<file path="config.mk">
export PLATFORM = sky130hd
export DESIGN_NAME = seq_core
export DESIGN_NICKNAME = d
export VERILOG_FILES = /design/src/rtl/seq_pkg.sv /design/src/rtl/seq_stack.sv /design/src/rtl/seq_core.sv
export SDC_FILE = /design/constraint.sdc
export NUM_CORES = 1
export LEC_CHECK = 0
export CAP_MARGIN = 20
export CORE_MARGIN = 4
export CORE_UTILIZATION = 55
export CTS_CLUSTER_DIAMETER = 200
export DETAILED_ROUTE_END_ITERATION = 16
export GPL_ROUTABILITY_DRIVEN = 0
export PLACE_DENSITY = 0.88
export SKIP_CTS_REPAIR_TIMING = 1
export SLEW_MARGIN = 30
export SYNTH_ARGS = -nofsm -noshare
export SYNTH_HDL_FRONTEND = slang
export SYNTH_SLANG_ARGS = --single-unit
export TNS_END_PERCENT = 10
</file>
<file path="constraint.sdc">
create_clock -name clock -period 3.1 [get_ports clock]
set_input_delay 0.31 -clock clock [delete_from_list [all_inputs] [get_ports clock]]
set_output_delay 0.31 -clock clock [all_outputs]
set_load 0.01 [all_outputs]
</file>
<file path="src/rtl/seq_pkg.sv">
// Shared definitions for the sequencer core: opcodes, FSM states, field widths
// and a simulation-only name decode for state and opcode.
package seq_pkg;

    localparam int OPC_W = 4;
    localparam int CMD_W = 4;
    localparam int DST_W = 4;

    localparam logic [3:0] OP_NOP = 4'h0;
    localparam logic [3:0] OP_LDI = 4'h1;
    localparam logic [3:0] OP_LDR = 4'h2;
    localparam logic [3:0] OP_CMD = 4'h3;
    localparam logic [3:0] OP_DMP = 4'h4;
    localparam logic [3:0] OP_EQI = 4'h5;
    localparam logic [3:0] OP_EQR = 4'h6;
    localparam logic [3:0] OP_JXI = 4'h7;
    localparam logic [3:0] OP_JXR = 4'h8;
    localparam logic [3:0] OP_JZI = 4'h9;
    localparam logic [3:0] OP_JZR = 4'hA;
    localparam logic [3:0] OP_CAL = 4'hB;
    localparam logic [3:0] OP_RET = 4'hC;
    localparam logic [3:0] OP_WAT = 4'hD;
    localparam logic [3:0] OP_ADI = 4'hE;
    localparam logic [3:0] OP_ILL = 4'hF;

    typedef enum logic [1:0] {
        ST_RESET = 2'd0,
        ST_READY = 2'd1,
        ST_WAIT  = 2'd2,
        ST_ERROR = 2'd3
    } state_e;

`ifndef SYNTHESIS
    function automatic string state_name(input state_e s);
        case (s)
            ST_RESET: state_name = "RESET";
            ST_READY: state_name = "READY";
            ST_WAIT:  state_name = "WAIT";
            ST_ERROR: state_name = "ERROR";
            default:  state_name = "UNKNOWN";
        endcase
    endfunction

    function automatic string op_name(input logic [3:0] op);
        case (op)
            OP_NOP:  op_name = "NOP";
            OP_LDI:  op_name = "LDI";
            OP_LDR:  op_name = "LDR";
            OP_CMD:  op_name = "CMD";
            OP_DMP:  op_name = "DMP";
            OP_EQI:  op_name = "EQI";
            OP_EQR:  op_name = "EQR";
            OP_JXI:  op_name = "JXI";
            OP_JXR:  op_name = "JXR";
            OP_JZI:  op_name = "JZI";
            OP_JZR:  op_name = "JZR";
            OP_CAL:  op_name = "CAL";
            OP_RET:  op_name = "RET";
            OP_WAT:  op_name = "WAT";
            OP_ADI:  op_name = "ADI";
            OP_ILL:  op_name = "ILL";
            default: op_name = "???";
        endcase
    endfunction
`endif

endpackage

</file>
<file path="src/rtl/seq_stack.sv">
// Return-address stack for CAL/RET; top reads as zero when the stack is empty.
module seq_stack #(
    parameter int AW     = 8,
    parameter int SDEPTH = 4
) (
    input  logic          clock,
    input  logic          reset,
    input  logic          push,
    input  logic          pop,
    input  logic [AW-1:0] din,
    output logic          full,
    output logic          empty,
    output logic [AW-1:0] top
);

    localparam int PW = (SDEPTH > 1) ? $clog2(SDEPTH) : 1;
    localparam int CW = $clog2(SDEPTH + 1);

    logic [AW-1:0] mem_r [SDEPTH];
    logic [CW-1:0] cnt_r;
    logic [PW-1:0] wr_idx_s;
    logic [PW-1:0] rd_idx_s;

    assign full     = (cnt_r == CW'(SDEPTH));
    assign empty    = (cnt_r == CW'(0));
    assign wr_idx_s = PW'(cnt_r);
    assign rd_idx_s = PW'(cnt_r - CW'(1));
    assign top      = empty ? AW'(0) : mem_r[rd_idx_s];

    // Entry storage and occupancy count; overflow/underflow requests are ignored.
    always_ff @(posedge clock) begin
        if (reset) begin
            cnt_r <= CW'(0);
            for (int i = 0; i < SDEPTH; i++) begin
                mem_r[i] <= AW'(0);
            end
        end else if (push && !full) begin
            mem_r[wr_idx_s] <= din;
            cnt_r           <= cnt_r + CW'(1);
        end else if (pop && !empty) begin
            cnt_r <= cnt_r - CW'(1);
        end else begin
            cnt_r <= cnt_r;
        end
    end

endmodule

</file>
<file path="src/rtl/seq_core.sv">
// Single-issue instruction sequencer: one transfer register T, a program
// address, a call stack and one-hot strobed output registers.
module seq_core
    import seq_pkg::*;
#(
    parameter int DW     = 8,
    parameter int AW     = 8,
    parameter int NIN    = 4,
    parameter int NOUT   = 8,
    parameter int SDEPTH = 4
) (
    input  logic                  clock,
    input  logic                  reset,
    input  logic [OPC_W+DW-1:0]   inst,
    input  logic                  inst_valid,
    output logic                  inst_ready,
    input  logic [NIN*DW-1:0]     ireg,
    output logic [AW-1:0]         next,
    output logic [OPC_W+DW-1:0]   oreg,
    output logic [NOUT-1:0]       oreg_wen,
    output logic                  error
);

    localparam int SW = $clog2(NIN);

    state_e                 state_r;
    logic [DW-1:0]          t_r;
    logic [AW-1:0]          next_r;
    logic [OPC_W+DW-1:0]    oreg_r;
    logic [NOUT-1:0]        wen_r;
    logic                   error_r;
    logic [SW-1:0]          wait_src_r;

    logic [3:0]             opcode_s;
    logic [DW-1:0]          imm_s;
    logic [CMD_W-1:0]       cmd_s;
    logic [SW-1:0]          src_s;
    logic [DST_W-1:0]       dst_s;
    logic [DW-1:0]          src_val_s;
    logic [DW-1:0]          wait_val_s;
    logic                   dst_bad_s;
    logic [NOUT-1:0]        onehot_s;
    logic [AW-1:0]          next_inc_s;
    logic                   accept_s;

    state_e                 state_d_s;
    logic [DW-1:0]          t_d_s;
    logic [AW-1:0]          next_d_s;
    logic [OPC_W+DW-1:0]    oreg_d_s;
    logic [NOUT-1:0]        wen_d_s;
    logic                   err_d_s;
    logic                   push_s;
    logic                   pop_s;

    logic                   stk_full_s;
    logic                   stk_empty_s;
    logic [AW-1:0]          stk_top_s;

    function automatic logic [DW-1:0] pick_word(input logic [NIN*DW-1:0] bus,
                                                input logic [SW-1:0] idx);
        pick_word = bus[int'(idx)*DW +: DW];
    endfunction

    assign opcode_s   = inst[OPC_W+DW-1:DW];
    assign imm_s      = inst[DW-1:0];
    assign cmd_s      = imm_s[DW-1:DW-CMD_W];
    assign src_s      = imm_s[SW-1:0];
    assign dst_s      = imm_s[DST_W-1:0];
    assign src_val_s  = pick_word(ireg, src_s);
    assign wait_val_s = pick_word(ireg, wait_src_r);
    assign dst_bad_s  = (int'(dst_s) >= NOUT);
    assign onehot_s   = NOUT'(1) << dst_s;
    assign next_inc_s = next_r + AW'(1);

    // Reset has priority, so ready is masked combinationally by it.
    assign inst_ready = (state_r == ST_READY) && !reset;
    assign accept_s   = inst_valid && inst_ready;

    assign next     = next_r;
    assign oreg     = oreg_r;
    assign oreg_wen = wen_r;
    assign error    = error_r;

    seq_stack #(
        .AW     (AW),
        .SDEPTH (SDEPTH)
    ) u_stack (
        .clock (clock),
        .reset (reset),
        .push  (accept_s && push_s),
        .pop   (accept_s && pop_s),
        .din   (next_inc_s),
        .full  (stk_full_s),
        .empty (stk_empty_s),
        .top   (stk_top_s)
    );

    // Instruction decode: the result of executing the presented instruction.
    always_comb begin
        state_d_s = ST_READY;
        t_d_s     = t_r;
        next_d_s  = next_inc_s;
        oreg_d_s  = '0;
        wen_d_s   = '0;
        err_d_s   = 1'b0;
        push_s    = 1'b0;
        pop_s     = 1'b0;
        case (opcode_s)
            OP_NOP: next_d_s = next_inc_s;
            OP_LDI: t_d_s = imm_s;
            OP_LDR: t_d_s = src_val_s;
            OP_CMD: begin
                if (dst_bad_s) begin
                    err_d_s = 1'b1;
                end else begin
                    oreg_d_s = {cmd_s, t_r};
                    wen_d_s  = onehot_s;
                end
            end
            OP_DMP: begin
                if (dst_bad_s) begin
                    err_d_s = 1'b1;
                end else begin
                    oreg_d_s = {4'h0, t_r};
                    wen_d_s  = onehot_s;
                end
            end
            OP_EQI: t_d_s = DW'(t_r == imm_s);
            OP_EQR: t_d_s = DW'(t_r == src_val_s);
            OP_JXI: next_d_s = imm_s[AW-1:0];
            OP_JXR: next_d_s = src_val_s[AW-1:0];
            OP_JZI: begin
                if (t_r == DW'(0)) begin
                    next_d_s = imm_s[AW-1:0];
                end else begin
                    next_d_s = next_inc_s;
                end
            end
            OP_JZR: begin
                if (t_r == DW'(0)) begin
                    next_d_s = src_val_s[AW-1:0];
                end else begin
                    next_d_s = next_inc_s;
                end
            end
            OP_CAL: begin
                if (stk_full_s) begin
                    err_d_s = 1'b1;
                end else begin
                    push_s   = 1'b1;
                    next_d_s = imm_s[AW-1:0];
                end
            end
            OP_RET: begin
                if (stk_empty_s) begin
                    err_d_s = 1'b1;
                end else begin
                    pop_s    = 1'b1;
                    next_d_s = stk_top_s;
                end
            end
            OP_WAT: begin
                state_d_s = ST_WAIT;
                next_d_s  = next_r;
            end
            OP_ADI: t_d_s = t_r + imm_s;
            OP_ILL: err_d_s = 1'b1;
            default: err_d_s = 1'b1;
        endcase
    end

    // Control FSM with registered outputs; output strobes last a single cycle.
    always_ff @(posedge clock) begin
        if (reset) begin
            state_r    <= ST_RESET;
            t_r        <= DW'(0);
            next_r     <= AW'(0);
            oreg_r     <= '0;
            wen_r      <= '0;
            error_r    <= 1'b0;
            wait_src_r <= SW'(0);
        end else begin
            case (state_r)
                ST_RESET: begin
                    state_r <= ST_READY;
                    oreg_r  <= '0;
                    wen_r   <= '0;
                end
                ST_READY: begin
                    if (inst_valid && err_d_s) begin
                        state_r <= ST_ERROR;
                        next_r  <= AW'(0);
                        oreg_r  <= '0;
                        wen_r   <= '0;
                        error_r <= 1'b1;
                    end else if (inst_valid) begin
                        state_r    <= state_d_s;
                        t_r        <= t_d_s;
                        next_r     <= next_d_s;
                        oreg_r     <= oreg_d_s;
                        wen_r      <= wen_d_s;
                        wait_src_r <= src_s;
                    end else begin
                        oreg_r <= '0;
                        wen_r  <= '0;
                    end
                end
                ST_WAIT: begin
                    oreg_r <= '0;
                    wen_r  <= '0;
                    if (wait_val_s != DW'(0)) begin
                        next_r  <= next_inc_s;
                        state_r <= ST_READY;
                    end else begin
                        next_r <= next_r;
                    end
                end
                ST_ERROR: begin
                    next_r  <= AW'(0);
                    oreg_r  <= '0;
                    wen_r   <= '0;
                    error_r <= 1'b1;
                end
                default: begin
                    state_r <= ST_ERROR;
                    next_r  <= AW'(0);
                    oreg_r  <= '0;
                    wen_r   <= '0;
                    error_r <= 1'b1;
                end
            endcase
        end
    end

endmodule

</file>
Word level (Yosys, flattened, before mapping)
Memory sizes are Yosys's and may differ from the RTL's. Index checks and enable logic that the tools add are counted.

Add/sub/neg operators: 4. Magnitude comparators: 1. Eq/ne operators: 25. Shifts and indexed selects: 3. Muxes and demuxes: 46. Bitwise gates (word level): 1. Reductions and logical operators: 27.

Operators by type and width (count): $mux 8 (13); $shiftx 32x6->8 (2); $pmux 8 s7 (1); $pmux 12 s2 (2); $pmux 8 s5 (1); $mux 12 (3); $eq 4x4->1 const B (8); $pmux 8 s3 (1); $eq 4x3->1 const B (4); $eq 8x8->1 (2); $pmux 8 s2 (1); $mux 1 (14); $mux 2 (5); $add 8x1->8 const B (1); $add 8x8->8 (1); $eq 4x2->1 const B (2); $logic_not 8->1 (1); $reduce_and 4->1 (2); $reduce_bool 8->1 (1); $reduce_or 8->1 (1); $shl 1x4->8 const A (1); $logic_and 1x1->1 (7); $mux 3 (2); $pmux 2 s3 (1); 24 further kinds (30).

Flip-flop bits (word level): 44. Bits in writable memories: 32. Memories: 1.

Memory list: u_stack.mem_r (depth 4, width 8, rd ports 1, clocked after Yosys merged registers in 0, wr ports 4, line seq_stack.sv:19) `logic [AW-1:0] mem_r [SDEPTH];`.

Longest topological paths before layout
Gate-level depths: netlist of run 1.

Word-level depth: 10. Gate-level depth with buffers: 10. Mapped depth without buffers: 8.

By module
Synthesis of run 1 repeated with hierarchy kept, for this count alone.

Cell total of the unflattened synthesis: 472. Area total of the unflattened synthesis: 4813.4 um^2.

By module, submodules not included: seq_core (instances 1, cells each 352, area an instance 3040.4 um^2); seq_stack (instances 1, cells each 120, area an instance 1773.0 um^2).

Worst setup path after synthesis of run 1
Ideal clock, no wire load.

Path type: reg2reg. Start: register u_stack.cnt_r[0]. End: register next_r[6] (netlist: next[6]). Setup time: 0.120 ns. Data arrival time: 2.334 ns. Data required time: 2.980 ns. Path slack: 0.647 ns. Cell stages (with the launch flop): 10. Buffers on the path: 2. Clock period less this slack: 2.453 ns. Cells stage by stage: dfxtp_1 buf_4 inv_1 ha_1 buf_1 mux4_2 and3_1 a221o_1 a221oi_2 nor2_1.

Word-level cells in the longest chain between the ends: 7. Elaborated cells on any way between the ends: 17. Classes of those cells: add/sub (1); eq/ne (3); mux (9); reduce/logical (3); memory (1).

RTL lines: start: declaration (line seq_stack.sv:20) `logic [CW-1:0] cnt_r;`; start signal: assignment (line seq_stack.sv:39) `cnt_r <= cnt_r + CW'(1);`; start signal: assignment (line seq_stack.sv:41) `cnt_r <= cnt_r - CW'(1);`; start signal: assignment (line seq_stack.sv:43) `cnt_r <= cnt_r;`; $sub 3x1->3 (line seq_stack.sv:27) `assign rd_idx_s = PW'(cnt_r - CW'(1));`; net u_stack.rd_idx_s[0] (line seq_stack.sv:22) `logic [PW-1:0] rd_idx_s;`; $mem_v2 4x8; $mux 8 (line seq_core.sv:155) `if (stk_empty_s) begin`; $pmux 8 s7 (line seq_core.sv:108) `case (opcode_s)`; $mux 8 (line seq_core.sv:196) `end else if (inst_valid) begin`; $mux 8 (line seq_core.sv:190) `if (inst_valid && err_d_s) begin`; $pmux 8 s3 (line seq_core.sv:183) `case (state_r)`; end signal: assignment (line seq_core.sv:199) `next_r <= next_d_s;`; end signal: assignment (line seq_core.sv:212) `next_r <= next_inc_s;`; end signal: assignment (line seq_core.sv:215) `next_r <= next_r;`; end: declaration (line seq_core.sv:28) `logic [AW-1:0] next_r;`.

The timed path passes the listed nets, and every way through them passes these cells. The select of a mux whose other input is x is not followed. A chain may end at the register's enable or synchronous reset.

Final worst setup path of run 1
Start: register u_stack.cnt_r[1]. End: register next_r[2] (netlist: next[2]).

Word-level cells in the longest chain between the ends: 7. Elaborated cells on any way between the ends: 17. Classes of those cells: add/sub (1); eq/ne (3); mux (9); reduce/logical (3); memory (1).

RTL lines (line): $sub 3x1->3 (seq_stack.sv:27); $mem_v2 4x8; $mux 8 (seq_core.sv:155); $pmux 8 s7 (seq_core.sv:108); $mux 8 (seq_core.sv:196); $mux 8 (seq_core.sv:190); $pmux 8 s3 (seq_core.sv:183).

Parallel ways exist; a longest one is shown, timed or not. The select of a mux whose other input is x is not followed.

==> summary.txt, run 1 <==
Drt
  • Vias after detailed routing: 4889
  • Number of search-and-repair iterations in the first detailed-routing pass: 6
  • DRC viols: 0
  • Drt total wl: 15400 microns
  • Wire length per cell: 21.3 microns
  • Via density per instance: approximately 6.8
  • Initial detailed-routing violation count: 666
  • Remaining number of nets flagged by the antenna check after routing: 0

STA
  • Post-route setup TNS: 0 ps
  • Number of endpoints with negative hold slack in the final report: 0
  • Transition time at the pin with the least slew margin: 708 ps
  • Top achievable clock speed: 391 MHz
  • Final Hold Slack: around 540 ps
  • Clock period minus worst slack: 2560 ps
  • Max Clock Skew: 13.9 ps
  • Setup repair after global routing missed its margin: false
  • Final number of max-transition violations: 0
  • Post-route setup slack: around 540 ps
  • Number of setup violations in the final report: 0
  • Share of the clock period used by the worst path: 82.5%
  • Max_slew headroom: 52.5%

CTS
  • Buffer cell driving the clock tree root: clkbuf_8
  • Clock latency reported for the late side of the worst-skew pair: 360 ps
  • Number of buffers created by CTS: 9
  • Clock Sinks: 76
  • Clock tree from TritonCTS: yes
  • Clock slew seen by the registers of the worst setup and hold paths: 90 ps
  • Number of levels in the clock H-tree: 3
  • Bufs on Longest Clock Path: 2

Die
  • Starting density of the core: 57.6%
  • Chip width: 104 microns
  • Core area: 8850 sq um
  • Die Y-Extent: 104 microns
  • IO Pins: 77
  • Std-Cell Rows: 34
  • DIE AREA: 10900 sq um

Synthesis
  • Post-synthesis area per instance: 9.56 sq um
  • Ys async rst share: 0%
  • Post-Syn Area: 5100 sq um
  • Share of Yosys cell area claimed by the top area cell type: 18.9%
  • Main flop type after synthesis: dfxtp_1
  • Portion of the post-synthesis area used by sequential elements: 36.1%
  • Synth Register Bits: 76
  • Biggest area contributors in the synthesized netlist: edfxtp_1 19%, dfxtp_1 17%, mux4_2 7.5%
  • Number of library cell types mapped by synthesis: 84
  • Number of instances in the synthesized netlist: 533
  • Number of flops mapped to enable cells by yosys: 32
  • Area leader, netlist: edfxtp_1
  • Count of yosys warnings during synthesis: 0
  • Net count after synthesis: 596

Setup path
  • Crit-path most repeated cell: o2111ai_1
  • Max Fanout on Critical Path: 9
  • Kind of launch point of the worst setup path: flip-flop
  • Setup crit end kind: flip-flop
  • Data arrival time at the worst-slack endpoint: 2790 ps
  • Data required time of the worst path: 3330 ps
  • Crit path cell chain: inv_1, ha_1, mux4_2, and3_1, a31oi_1, o2111ai_1, o2111ai_1, o21ai_1
  • Type of the worst setup path: reg -> reg
  • Slowest stage delay, CP: 580 ps
  • Master of the slowest instance on the critical path: ha_1

Final layout
  • Area growth from synthesis to layout: 21.1%
  • Non-filler cells, final: 723
  • Ant. Diodes: 0
  • Layout Nets: just under 700
  • Commonest cells after routing, fill and taps aside: 76 x clkdlybuf4s50_1, 74 x nor2_1, 44 x dfxtp_1, 40 x nand2_1, 32 x edfxtp_1
  • Area used by multi-input combinational logic: 3020 sq um
  • Share of post-route cells with drive strength above 1: 13.2%
  • Most common cell after layout, fill and taps aside: clkdlybuf4s50_1
  • Filler cell count: about 640
  • Combined flip-flop and latch cell area: 1840 sq um

Place
  • I/O Buffers: 76
  • Cell count after placement: between 700 and 800
  • Post-Place Worst Slack: 403 ps
  • HPWL after detailed placement: roughly 11000 microns

Global route
  • Congestion Overflow GR: 0
  • Number of global-route vias before repair: 4682
  • Maximum number of pins on one net before global-route repair: 25
  • Initial antenna violation count: 0
  • First-pass GRT wire length: roughly 25000 microns
  • Global router's overall resource usage: 28.1%

Worst hold path
  • Type of the tightest min-delay check: reg -> reg

Power and ir drop
  • Power per cell area: between 400 and 500 nW/um^2
  • Static leakage: 2.27 nW
  • Pwr Total: 2.97 mW
  • IR Drop Worst-Case VDD: about 0.35 mV

Job
  • Max-capacitance violation count: 0

Outcome
  • Status: complete, no violations
-- flip-flops by register name, indices dropped and copies added (netlist names) --
register	cells
state_r	2
wait_src_r	2
oreg	12
error	1
oreg_wen	8
t_r	8
u_stack.cnt_r	3
u_stack.mem_r	32
next	8
-- report_power, final --
group          total [mW]  internal (mW)  switching (mW)
Sequential           1.19           1.10          0.0884
Combinational       0.959          0.394           0.565
Clock               0.822          0.393           0.428
-- layout make-up --
cell class                      count  share of cell area, %
Multi-Input combinational cell    409                   48.9
Clock inverter                      7                   1.42
Inverter                           22                   1.34
Tap cell                          108                   2.19
Timing Repair Buffer               92                   14.3
Clock buffer                        9                   2.01
Sequential cell                    76                   29.8
-- Yosys cell counts, types with 3 or more instances --
cell	number
o31ai_1	4
o2111ai_1	3
buf_2	7
edfxtp_1	32
buf_4	4
and2_1	10
nand4b_1	4
a211oi_1	3
and3_1	12
mux2i_1	6
o2bb2ai_1	4
ha_1	15
a221oi_1	6
buf_6	4
nand3_2	3
nand2_1	40
nand4_1	4
a311oi_1	5
clkbuf_1	9
a21o_1	4
xnor2_1	13
o211ai_1	5
o21ai_1	3
nor3_1	12
nor3_2	3
a221o_1	4
nand3_1	21
a21oi_1	20
inv_1	21
nand2b_1	7
o21ai_0	24
nor4_1	10
a31oi_1	3
nor2b_1	5
xor2_1	11
dfxtp_1	44
mux4_2	17
nor2_1	74
-- worst max-delay path: cells and delay by family (launching register included) --
| kind | cells | cell delay, ps |
|---|---|---|
| fa+ha+maj | 1 | 580 |
| flops | 1 | 400 |
| compound gates | 4 | 730 |
| simple gates | 1 | 190 |
| buf+inv | 1 | 160 |
| mux | 1 | 370 |
-- cells by family after synthesis --
logic type	share of synthesized area (%)
compound gates	19.0
mux	9.13
xor+xnor	4.12
fa+ha+maj	4.07
simple gates	23.0
buf+inv	4.59
flops	36.1
-- worst paths after layout --
kind | startpoint | end | slack (ps) | depth (start not counted)
max | u_stack.cnt_r[1]$_SDFFE_PP0P_ | next[2]$_SDFFE_PP0P_ | 540 | 8
min | error$_SDFFE_PP0P_ | error$_SDFFE_PP0P_ | 540 | 2
max reg2reg | u_stack.cnt_r[1]$_SDFFE_PP0P_ | next[2]$_SDFFE_PP0P_ | 540 | 8
min reg2reg | error$_SDFFE_PP0P_ | error$_SDFFE_PP0P_ | 540 | 2
-- through the flow --
step                instance area [sq um]  utilization (%)
finish                               6170             69.8
global route                         6170             69.8
CTS                                  6170             69.8
detailed placement                   5960             67.4
global placement                     5960             67.4
floorplan                            5100                -
-- layer usage --
layer  track usage, %  vias to the layer above  share of wire (%)
li1                 -                     2158                  -
met2             44.4                      374                 47
met3             7.14                       73                 11
met5                0                        -                  0
met1             37.4                     2284                 39
met4             10.4                        0                3.4
No activity file was read; power rests on OpenSTA's default activity.
==> inputs of run 2 (changes only) <==
--- a/config.mk
+++ b/config.mk
@@ -7,11 +7,11 @@
 export LEC_CHECK = 0
 export CAP_MARGIN = 20
 export CORE_MARGIN = 4
-export CORE_UTILIZATION = 55
+export CORE_UTILIZATION = 50
 export CTS_CLUSTER_DIAMETER = 200
 export DETAILED_ROUTE_END_ITERATION = 16
 export GPL_ROUTABILITY_DRIVEN = 0
-export PLACE_DENSITY = 0.88
+export PLACE_DENSITY = 0.85
 export SKIP_CTS_REPAIR_TIMING = 1
 export SLEW_MARGIN = 30
 export SYNTH_ARGS = -nofsm -noshare
==> constraint.sdc (replaced) <==
create_clock -name clock -period 2.25 [get_ports clock]
set_input_delay 0.225 -clock clock [delete_from_list [all_inputs] [get_ports clock]]
set_output_delay 0.225 -clock clock [all_outputs]
set_load 0.01 [all_outputs]
==> summary.txt, run 2 (synthesized netlist as in run 1, its figures left out) <==
STA
  • Post-route setup TNS: 0 ps
  • Number of setup violations in the final report: 0
  • Max Clock Skew: 13.4 ps
  • Share of the clock period used by the worst path: between 90% and 100%
  • Setup repair after global routing missed its margin: true
  • Transition time at the pin with the least slew margin: between 500 and 600 ps
  • Clock period minus worst slack: 2200 ps
  • Final number of max-transition violations: 0
  • Post-route setup slack: 45.8 ps
  • Max_slew headroom: 60.3%
  • Top achievable clock speed: 454 MHz
  • Number of endpoints with negative hold slack in the final report: 0

Global route
  • Initial antenna violation count: 0
  • First-pass GRT wire length: roughly 25000 microns
  • Number of global-route vias before repair: 5005
  • Global router's overall resource usage: approximately 28%
  • Maximum number of pins on one net before global-route repair: 17
  • Congestion Overflow GR: 0

Setup path
  • Setup crit end kind: flip-flop
  • Max Fanout on Critical Path: 7
  • Type of the worst setup path: reg -> reg
  • Data required time of the worst path: 2510 ps
  • Data arrival time at the worst-slack endpoint: 2460 ps
  • Kind of launch point of the worst setup path: flip-flop

Final layout
  • Most common cell after layout, fill and taps aside: clkdlybuf4s50_1
  • Register with the most flip-flops: u_stack.mem_r
  • Filler cell count: 723
  • Share of post-route cells with drive strength above 1: 21.7%
  • Non-filler cells, final: about 810
  • Final design instance area without fill: 6720 sq um
  • Commonest cells after routing, fill and taps aside: 76 x clkdlybuf4s50_1, 74 x nor2_1, 72 x buf_4, 42 x dfxtp_1, 40 x nand2_1
  • Number of flip-flops in the largest register: 32
  • Fin util: 68.1%
  • Ant. Diodes: 0
  • Layout Nets: approximately 730
  • Area growth from synthesis to layout: 31.8%

CTS
  • Clock latency reported for the late side of the worst-skew pair: roughly 360 ps
  • Clock tree from TritonCTS: yes
  • Number of buffers created by CTS: 9
  • Bufs on Longest Clock Path: 2
  • Buffer cell driving the clock tree root: clkbuf_8
  • Number of levels in the clock H-tree: 3
  • Clock Sinks: 76
  • Clock slew seen by the registers of the worst setup and hold paths: 100 ps

Job
  • Max-capacitance violation count: 0

Power and ir drop
  • IR Drop Worst-Case VDD: 0.516 mV
  • Gate power share: 35.3%
  • Power per cell area: 631 nW/um^2
  • Static leakage: 2.56 nW
  • Switching power: between 1.5 and 2 mW
  • Switching part of the total power: 35.5%
  • Sequential share of power: 38.1%
  • Clock network fraction of total power: 26.6%
  • Cell Int Power: about 2.7 mW

Die
  • Std-Cell Rows: 36
  • Core area: around 9900 sq um
  • Starting density of the core: 51.7%
  • Chip width: about 110 microns
  • Die Y-Extent: about 110 microns
  • DIE AREA: around 12000 sq um
  • IO Pins: 77

Drt
  • Remaining number of nets flagged by the antenna check after routing: 0
  • DRC viols: 0
  • Drt total wl: roughly 16000 microns
  • Wire length per cell: a little under 20 microns
  • Number of search-and-repair iterations in the first detailed-routing pass: 5
  • Initial detailed-routing violation count: 476
  • Vias after detailed routing: 5026
  • Via density per instance: 6.23

Place
  • HPWL after detailed placement: ~12000 microns
  • I/O Buffers: 76
  • DP Area: 6480 sq um
  • Cell count after placement: 791
  • Post-Place Worst Slack: -229 ps

Worst hold path
  • Type of the tightest min-delay check: in -> reg

Outcome
  • Status: complete, no violations
## run 2: metrics by stage
stage	power [mW]	hold slack, ps
after floorplan	2.48	371
after global placement	3.05	495
after detailed placement	3.09	514
after CTS	4.22	497
after global routing	4.44	510
final	4.24	508
## run 2: critical path, cell delays in order (launching register included)
cell,delay (ps)
dfxtp_1,410
inv_1,110
ha_4,340
mux4_2,330
and3_1,220
a311oi_1,290
o221ai_1,210
nand4_1,140
nand2_1,60
## run 2: final cells by class
| type | instances | area [sq um] | area share, % |
|---|---|---|---|
| clock inverter | 7 | 87.6 | 1.30 |
| tap | 133 | 166 | 2.48 |
| sequential | 76 | 1840 | 27.5 |
| timing repair buffer | 151 | 1360 | 20.3 |
| inverter | 22 | 82.6 | 1.23 |
| clock buffer | 9 | 124 | 1.84 |
| multi-input combinational | 409 | 3050 | 45.4 |
## run 2: worst paths after layout
path	start	to	slack, ps	depth (start not counted)
min	inst[6]	oreg[10]$_SDFF_PP0_	510	2
max reg2reg	u_stack.cnt_r[1]$_SDFFE_PP0P_	next[4]$_SDFFE_PP0P_	50	8
max	u_stack.cnt_r[1]$_SDFFE_PP0P_	next[4]$_SDFFE_PP0P_	50	8
min reg2reg	error$_SDFFE_PP0P_	error$_SDFFE_PP0P_	540	2
## run 2: per-layer routing
metal	global-route usage [%]	vias up	share of wire, %
met5	0	-	0
met4	11.3	0	3.1
met3	6.45	58	10
li1	-	2273	-
met1	35.7	2376	40
met2	44.3	319	47
## run 2: power by group through the flow
stage	sequential [mW]	combinational [mW]	clock, mW
final	1.61	1.50	1.13
after detailed placement	1.64	1.45	0
after CTS	1.61	1.46	1.15
after global routing	1.63	1.60	1.21
after global placement	1.63	1.42	0
after floorplan	1.65	0.836	0
